## config.mk

```make
export PLATFORM = sky130hd
export DESIGN_NAME = ped64_cfg_frame_rx
export DESIGN_NICKNAME = d
export VERILOG_FILES = /design/src/rtl/ped64_cfg_frame_rx.sv
export SDC_FILE = /design/constraint.sdc
export NUM_CORES = 1
export LEC_CHECK = 0
export ABC_AREA = 1
export ABC_CLOCK_PERIOD_IN_PS = 3900
export CAP_MARGIN = 15
export CORE_MARGIN = 5
export CORE_UTILIZATION = 62
export CTS_CLUSTER_SIZE = 25
export DETAILED_ROUTE_END_ITERATION = 10
export GPL_ROUTABILITY_DRIVEN = 1
export PLACE_DENSITY_LB_ADDON = 0.05
export SYNTH_ARGS = -nofsm -noshare
export SYNTH_HDL_FRONTEND = slang
export SYNTH_SLANG_ARGS = --single-unit
```

## constraint.sdc

```tcl
create_clock -name gm_clk -period 3.9 [get_ports gm_clk]
set_input_delay 0.975 -clock gm_clk [delete_from_list [all_inputs] [get_ports gm_clk]]
set_output_delay 0.975 -clock gm_clk [all_outputs]
set_load 0.02 [all_outputs]
```

## src/rtl/ped64_cfg_frame_rx.sv

```systemverilog
// ped64 uplink config frame receiver: HDR/LEN/payload/XOR-CSUM in, 64-bit words out.
// Optional inter-byte timeout enabled by defining PED64_CFG_TIMEOUT_EN.
module ped64_cfg_frame_rx #(
  parameter int          MAX_WORDS = 16,
  parameter logic [7:0]  HDR       = 8'hA5,
  parameter int          TIMEOUT   = 1024,
  localparam int         AW        = $clog2(MAX_WORDS)
) (
  input  logic          gm_clk,
  input  logic          rst_n,
  input  logic [7:0]    s_data,
  input  logic          s_valid,
  output logic          s_ready,
  output logic [63:0]   m_data,
  output logic [AW-1:0] m_addr,
  output logic          m_valid,
  input  logic          m_ready,
  output logic          frame_done,
  output logic          err_crc,
  output logic          err_len,
  output logic          err_timeout,
  output logic [15:0]   frame_cnt
);

  localparam int LW = $clog2(MAX_WORDS + 1);
  localparam int BW = LW + 3;

  typedef enum logic [2:0] {
    S_IDLE, S_LEN, S_PAY, S_CSUM, S_EMIT
  } state_t;

  state_t        r_state;
  state_t        w_next;
  logic [LW-1:0] r_len;
  logic [BW-1:0] r_bcnt;
  logic [7:0]    r_xor;
  logic [AW-1:0] r_idx;
  logic [63:0]   r_buf [MAX_WORDS];
  logic          r_done;
  logic          r_crc;
  logic          r_lenerr;
  logic          r_tmo;
  logic [15:0]   r_cnt;

  logic w_acc;
  logic w_xfer;
  logic w_len_bad;
  logic w_last_byte;
  logic w_last_word;
  logic w_tmo;
  logic w_pl_done;
  logic w_pl_crc;
  logic w_pl_len;

  assign w_acc       = s_valid && s_ready;
  assign w_xfer      = m_valid && m_ready;
  assign w_len_bad   = (s_data == 8'd0) ||
                       (s_data > 8'(MAX_WORDS));
  assign w_last_byte = r_bcnt == ({r_len, 3'b000} - BW'(1));
  assign w_last_word = LW'(r_idx) == (r_len - LW'(1));

`ifdef PED64_CFG_TIMEOUT_EN
  localparam int TW = $clog2(TIMEOUT + 1);
  logic [TW-1:0] r_gap;
  logic          w_in_frame;

  assign w_in_frame = (r_state == S_LEN) ||
                      (r_state == S_PAY) ||
                      (r_state == S_CSUM);
  assign w_tmo = w_in_frame && !w_acc &&
                 (r_gap == TW'(TIMEOUT - 1));

  // gap counter: idle cycles since the last accepted frame byte
  always_ff @(posedge gm_clk) begin
    if (!rst_n)
      r_gap <= '0;
    else if (w_acc || !w_in_frame)
      r_gap <= '0;
    else
      r_gap <= r_gap + TW'(1);
  end
`else
  assign w_tmo = 1'b0;
`endif

  // state register
  always_ff @(posedge gm_clk) begin
    if (!rst_n)
      r_state <= S_IDLE;
    else
      r_state <= w_next;
  end

  // next-state and event decode
  always_comb begin
    w_next    = r_state;
    w_pl_done = 1'b0;
    w_pl_crc  = 1'b0;
    w_pl_len  = 1'b0;
    unique case (r_state)
      S_IDLE: begin
        if (w_acc && s_data == HDR)
          w_next = S_LEN;
      end
      S_LEN: begin
        if (w_acc) begin
          if (w_len_bad) begin
            w_pl_len = 1'b1;
            w_next   = S_IDLE;
          end else begin
            w_next = S_PAY;
          end
        end
      end
      S_PAY: begin
        if (w_acc && w_last_byte)
          w_next = S_CSUM;
      end
      S_CSUM: begin
        if (w_acc) begin
          if (s_data == r_xor) begin
            w_next = S_EMIT;
          end else begin
            w_pl_crc = 1'b1;
            w_next   = S_IDLE;
          end
        end
      end
      S_EMIT: begin
        if (w_xfer && w_last_word) begin
          w_pl_done = 1'b1;
          w_next    = S_IDLE;
        end
      end
      default: w_next = S_IDLE;
    endcase
    if (w_tmo)
      w_next = S_IDLE;
  end

  // outputs decoded from registered state only
  always_comb begin
    s_ready = 1'b0;
    m_valid = 1'b0;
    m_data  = '0;
    m_addr  = '0;
    if (rst_n) begin
      s_ready = r_state != S_EMIT;
      if (r_state == S_EMIT) begin
        m_valid = 1'b1;
        m_data  = r_buf[r_idx];
        m_addr  = r_idx;
      end
    end
  end

  // frame bookkeeping, running checksum and event pulses
  always_ff @(posedge gm_clk) begin
    if (!rst_n) begin
      r_len    <= '0;
      r_bcnt   <= '0;
      r_xor    <= '0;
      r_idx    <= '0;
      r_done   <= 1'b0;
      r_crc    <= 1'b0;
      r_lenerr <= 1'b0;
      r_tmo    <= 1'b0;
      r_cnt    <= '0;
    end else begin
      r_done   <= w_pl_done;
      r_crc    <= w_pl_crc;
      r_lenerr <= w_pl_len;
      r_tmo    <= w_tmo;
      if (r_state == S_LEN && w_acc) begin
        r_len  <= s_data[LW-1:0];
        r_xor  <= s_data;
        r_bcnt <= '0;
      end
      if (r_state == S_PAY && w_acc) begin
        r_xor  <= r_xor ^ s_data;
        r_bcnt <= r_bcnt + BW'(1);
      end
      if (r_state == S_CSUM)
        r_idx <= '0;
      else if (w_xfer)
        r_idx <= r_idx + AW'(1);
      if (w_pl_done)
        r_cnt <= r_cnt + 16'd1;
    end
  end

  // payload buffer: little-endian byte packing
  always_ff @(posedge gm_clk) begin
    if (r_state == S_PAY && w_acc)
      r_buf[r_bcnt[AW+2:3]][r_bcnt[2:0]*8 +: 8] <= s_data;
  end

  assign frame_done  = r_done;
  assign err_crc     = r_crc;
  assign err_len     = r_lenerr;
  assign err_timeout = r_tmo;
  assign frame_cnt   = r_cnt;

endmodule

```

==> results of run 1 <==
-- state kept, by name (all words and copies together), names as in the netlist, named ones only --
name        flops
r_buf        1024
frame_cnt      16
r_bcnt          8
r_xor           8
r_len           5
r_idx           4
r_state         3
err_crc         1
err_len         1
frame_done      1
-- cell families (layout without fill, tap and decap cells) --
group,Yosys count,count (layout),share of synthesized area
flip-flops,1075,1075,0.733
AND/OR/NAND/NOR,1028,1028,0.0958
AO/OA/AOI/OAI,971,971,0.135
buffers and inverters,326,649,0.0311
XOR/XNOR,14,14,0.00283
adder cells (fa/ha/maj),6,6,0.00173
other,1,1,0.0000865
-- cell usage after synthesis (all sizes together), types with 25 or more instances --
cell type / count / share of area
a21oi: 103 / 0.012
buf: 81 / 0.0099
clkbuf: 170 / 0.015
dfxtp: 51 / 0.024
edfxtp: 1024 / 0.71
inv: 71 / 0.0061
nand2: 130 / 0.011
nand3: 101 / 0.012
nor2: 752 / 0.066
nor3: 25 / 0.0031
o211ai: 72 / 0.012
o21ai: 523 / 0.060
o221ai: 184 / 0.037
o22ai: 72 / 0.010
-- worst max path at each step --
stage,from,to,slack [ps],cells after the start
after detailed placement,rst_n,m_data[30],210,5
final,register,m_data[48],50,8
after global routing,register,m_data[48],0.1,8
after floorplan,rst_n,m_data[48],890,5
after global placement,rst_n,r_buf[6][28],220,9
after CTS,register,m_data[58],40,8
-- power breakdown --
part,switching [mW],internal (mW),total [mW]
sequential,0.0144,12.5,12.5
combinational,0.232,0.0874,0.319
clock,4.18,5.50,9.68
total,4.43,18.1,22.5
-- layout make-up --
cell class / count / area (um2) / area share
clock buffers: 134 / 2830 / 0.0561
clock inverters: 59 / 450 / 0.00892
inverters: 75 / 315 / 0.00625
multi-input cells: 2020 / 10300 / 0.203
flip-flops and latches: 1075 / 31800 / 0.630
well taps: 940 / 1180 / 0.0233
repair buffers: 379 / 3640 / 0.0720
repair inverters: 2 / 20.0 / 0.000397
-- worst max-delay path, cell delays in order (launching register included) --
cell           delay [ps]
dfxtp_4               400
buf_12                160
inv_16                210
bufbuf_16             380
nor2_1                 50
o221ai_1              260
o211ai_1              200
a21oi_1               180
dlygate4sd2_1         350
-- metal layers --
layer / part of all wire / vias to the layer above / routed length (um)
met5: 0 / - / 0
met4: 0.033 / 0 / 3810
met3: 0.097 / 238 / 11300
met2: 0.47 / 1691 / 55200
met1: 0.40 / 14600 / 46400
li1: - / 13300 / -
-- timing repair --
action / CTS / global route
endpoints found under the setup margin: 64 / 6
hold buffers: 0 / 0
buffers inserted: 5 / 1
pin swaps: 0 / 1
gates cloned: 10 / 0
resized for setup: 82 / 3
-- per-stage QoR --
step	cell area (um2)	total power [mW]	util	setup slack, ps	hold WS (ps)
floorplan	43300	13.0	-	890	457
global placement	46800	13.1	0.672	224	466
detailed placement	46800	13.1	0.672	214	472
CTS	50400	22.6	0.724	42.9	482
global route	50500	23.1	0.725	0.116	500
finish	50500	22.5	0.725	51.8	481
-- cell usage in the layout (no fill, tap or decap), types with 24 or more instances in the layout --
cell type / instances
nor2_1: 747
clkdlybuf4s50_1: 36
dfxtp_1: 47
nand2_1: 127
nand3_1: 96
buf_4: 233
o221ai_1: 184
o22ai_1: 72
dlygate4sd2_1: 63
clkbuf_16: 108
clkinv_2: 24
o21ai_0: 522
buf_12: 24
edfxtp_1: 1024
a21oi_1: 102
inv_1: 64
o211ai_1: 72
==> results.txt, run 1 <==
Hold Path Sink = r_xor[1]
Vias per cell = 6.36
Met2 GRT Util = 0.489
Row cnt = 97
WP data arrival = 2870 ps
Diodes inserted = 0
Number of enable flip-flop cells after synthesis = 1024
Final Non-Filler Cells = 4684
Distinct cells, synth = 46
Clock net sink count = 1075
Clk buf depth = 3
CP endpoint kind = output pin
Fmax achieved = 260 MHz
Least-Margin Pin Slew = 1140 ps
Share of cells above drive strength 1 = 0.126
WHS Path Cells = 2
GRT overflow = 0
Vias in the first global route = 28900
Global-route wire length before repair = 174000 um
Ys flop type = edfxtp_1
Met3 Use GR = 0.0539
WL final = 117000 um
Post-route ant nets = 0
Final Max Slew Viols = 0
FFs w/ async S/R, synth = 0
Final Skew = 22.4 ps
Clk_lat worst skew = 660 ps
Largest net degree at the start of global routing = 103
Mean area per synthesized cell = 12.7 um2
Slew Limit Headroom = 0.241
#FFs+latches synth = 1075
Placed cells = 4470
Max Fanout on Critical Path = 35
Initial DRC Count = 3800
Clock-pin slew on the worst setup and hold paths = 60 ps
DIE HEIGHT = 274 um
Synthesized net count = 3439
H-tree Lvls = 3
Setup crit start kind = register
Yosys warning total = 0
Peak-usage layer in the global routing report = met2
Min-Delay Path Class = register to register
Final nets = 3675
Reg2Reg Depth = 9
Seq/Total Area, Yosys = 0.733
Worst VDD drop = 0.383 mV
Gr usage total = 0.307
Final Hold Viols = 0
Final GP Congestion = 0.924
Static leakage = 19.0 nW
Met1 GRT Util = 0.438
Setup TNS = 0 ps
Status = complete, no violations
TritonCTS Buffers = 104
Initial antenna violation count = 0
CTS tree = built
Post-Syn Instances = 3421
Fin crit period = 3850 ps
Initial Util = 0.622
Fillers = 4672
Cell area after synthesis = 43300 um2
Die area = 75300 um2
DRC errors left = 0
Reg-to-Reg End = r_buf[3][53]
Worst setup slack for register-to-register paths = 840 ps
Drt wl/cell = 24.9 um
R2R Path Start = r_bcnt[1]
Period utilization = 0.987
Vias = 29800
Core Box Area = 69700 um2
Max-Cap Viols = 0
Power per Cell Area = 446 nW/um2
Crit path kind = register to output pin
DP HPWL = 69300 um
DIE WIDTH = 274 um
Count of buffers from port buffering = 100
# IOs = 102
Min-delay src = r_xor[1]
CTS root buf = clkbuf_16
RSZ-0062 raised after global routing = false
Drt pass-1 iters = 9
Critical path required time = 2920 ps
Area Growth Syn to Fin = 16.5%
# setup viols final = 0
Note: power is estimated with default switching activity, not from simulation.
==> run 2: changes to the inputs <==
- SKIP_LAST_GASP: not set -> 1
==> results.txt, run 2 (synthesis gave the netlist of run 1 again) <==
Status = complete, no violations
Psw = 4.43 mW
Clock-pin slew on the worst setup and hold paths = 60 ps
Max-Cap Viols = 0
Row cnt = 97
Vias in the first global route = 28900
Slew Limit Headroom = 0.235
Global-route wire length before repair = 174000 um
Vias = 29800
WP depth = 8
Area Growth Syn to Fin = 16.5%
Gr usage total = 0.307
Final nets = 3675
Placed cells = 4470
Final Hold Viols = 0
Initial DRC Count = 3808
# IOs = 102
Final instance area = 50500 um2
Fin crit period = 3850 ps
GRT overflow = 0
CTS tree = built
RSZ-0062 raised after global routing = false
Int Pwr = 18.1 mW
Static leakage = 19.0 nW
Clk_lat worst skew = 660 ps
Fmax achieved = 260 MHz
Diodes inserted = 0
Commonest non-fill, non-tap cell in the layout = edfxtp_1
Commonest non-fill, non-tap cells in the layout = edfxtp_1 (1024), nor2_1 (747), o21ai_0 (522)
Critical path's slowest cell = dfxtp_4
DRC errors left = 0
TritonCTS Buffers = 104
DIE HEIGHT = 274 um
DP HPWL = 69300 um
Final GP Congestion = 0.924
Min-Delay Path Class = register to register
Core Box Area = 69700 um2
Reg2Reg Depth = 9
Drt pass-1 iters = 6
Final Non-Filler Cells = 4684
Combinational power share = 0.014
Setup TNS = 0 ps
Crit path kind = register to output pin
Die area = 75300 um2
Clock net sink count = 1075
# setup viols final = 0
Vias per cell = 6.36
WL final = 117000 um
Count of buffers from port buffering = 100
FF/Latch Area = 31800 um2
Drt wl/cell = 24.9 um
Largest net degree at the start of global routing = 103
Clk buf depth = 3
CP Cell Sequence = buf_12 -> inv_16 -> bufbuf_16 -> nor2_1 -> o221ai_1 -> o211ai_1 -> a21oi_1 -> dlygate4sd2_1
Sw frac = 0.197
Initial Util = 0.622
Period utilization = 0.986
Initial antenna violation count = 0
Power per Cell Area = 446 nW/um2
H-tree Lvls = 3
DIE WIDTH = 274 um
Worst VDD drop = 0.380 mV
Clock share of power = 0.430
Largest delay share family, worst path = buffers and inverters
Largest register FFs = 1024
WP data arrival = 2870 ps
Final Max Slew Viols = 0
CTS root buf = clkbuf_16
Setup crit start kind = register
Final hold slack = 480 ps
Final Skew = 23.3 ps
Fillers = 4671
Bufs and invs on worst path = 4
Least-Margin Pin Slew = 1140 ps
Placed cell areas = 46800 um2
Critical path required time = 2920 ps
Reg power frac = 0.556
Worst path max stage delay = 400 ps
Max Fanout on Critical Path = 35
WHS Path Cells = 2
Multi-input logic area = 10300 um2
Share of cells above drive strength 1 = 0.126
Post-route ant nets = 0
CP endpoint kind = output pin
run 2: cell types whose count changed in the layout (fill, tap and decap cells not counted), sizes merged:
| cell | change |
|---|---|
| dlygate4sd2 | -1 |
| dlymetal6s2s | +1 |
run 2: power by group through the flow:
stage               Combinational (mW)  Clock [mW]  Sequential, mW
floorplan                        0.177           0            12.8
global placement                 0.293           0            12.8
detailed placement               0.305           0            12.8
CTS                              0.309        9.75            12.5
global route                     0.342        10.3            12.5
finish                           0.319        9.69            12.5
run 2: per-stage QoR:
step / util / worst slack, ps / power [mW]
6_report: 0.725 / 54.3 / 22.5
5_1_grt: 0.725 / 0.116 / 23.1
4_1_cts: 0.724 / -95.9 / 22.6
3_5_place_dp: 0.672 / 214 / 13.1
3_3_place_gp: 0.672 / 224 / 13.1
2_1_floorplan: - / 890 / 13.0
run 2: worst paths after layout:
check,start,end,slack (ps)
max,register,m_data[48],50
min,r_xor[1],r_xor[1],480
max reg2reg,r_bcnt[1],r_buf[3][53],840
min reg2reg,r_xor[1],r_xor[1],480
run 2: area by class of cell:
| cell class | instances | area share |
|---|---|---|
| clock inverter | 59 | 0.00892 |
| sequential | 1075 | 0.630 |
| tap | 940 | 0.0233 |
| clock buffer | 134 | 0.0561 |
| inverter | 75 | 0.00625 |
| timing repair buffer | 379 | 0.0721 |
| timing repair inverter | 2 | 0.000397 |
| multi-input combinational | 2020 | 0.203 |
run 2: layer usage:
| metal | share of wire | GRT usage |
|---|---|---|
| met5 | 0 | 0 |
| met4 | 0.032 | 0.104 |
| met3 | 0.096 | 0.0539 |
| met2 | 0.47 | 0.489 |
| met1 | 0.40 | 0.438 |
run 2: timing repair:
item / 4_1_cts / 5_1_grt
hold buffers: 0 / 0
resized for setup: 81 / 4
gates cloned: 10 / 0
pin swaps: 0 / 1
setup buffers: 5 / 1
setup endpoints to repair: 64 / 7
run 2: worst reg2reg max path, stage by stage (launching register included):
cell	delay [ps]
dfxtp_1	420
inv_1	90
ha_1	190
ha_1	260
nor2_2	310
inv_2	200
nor3_1	400
nand3_2	400
nor2_1	270
buf_4	240
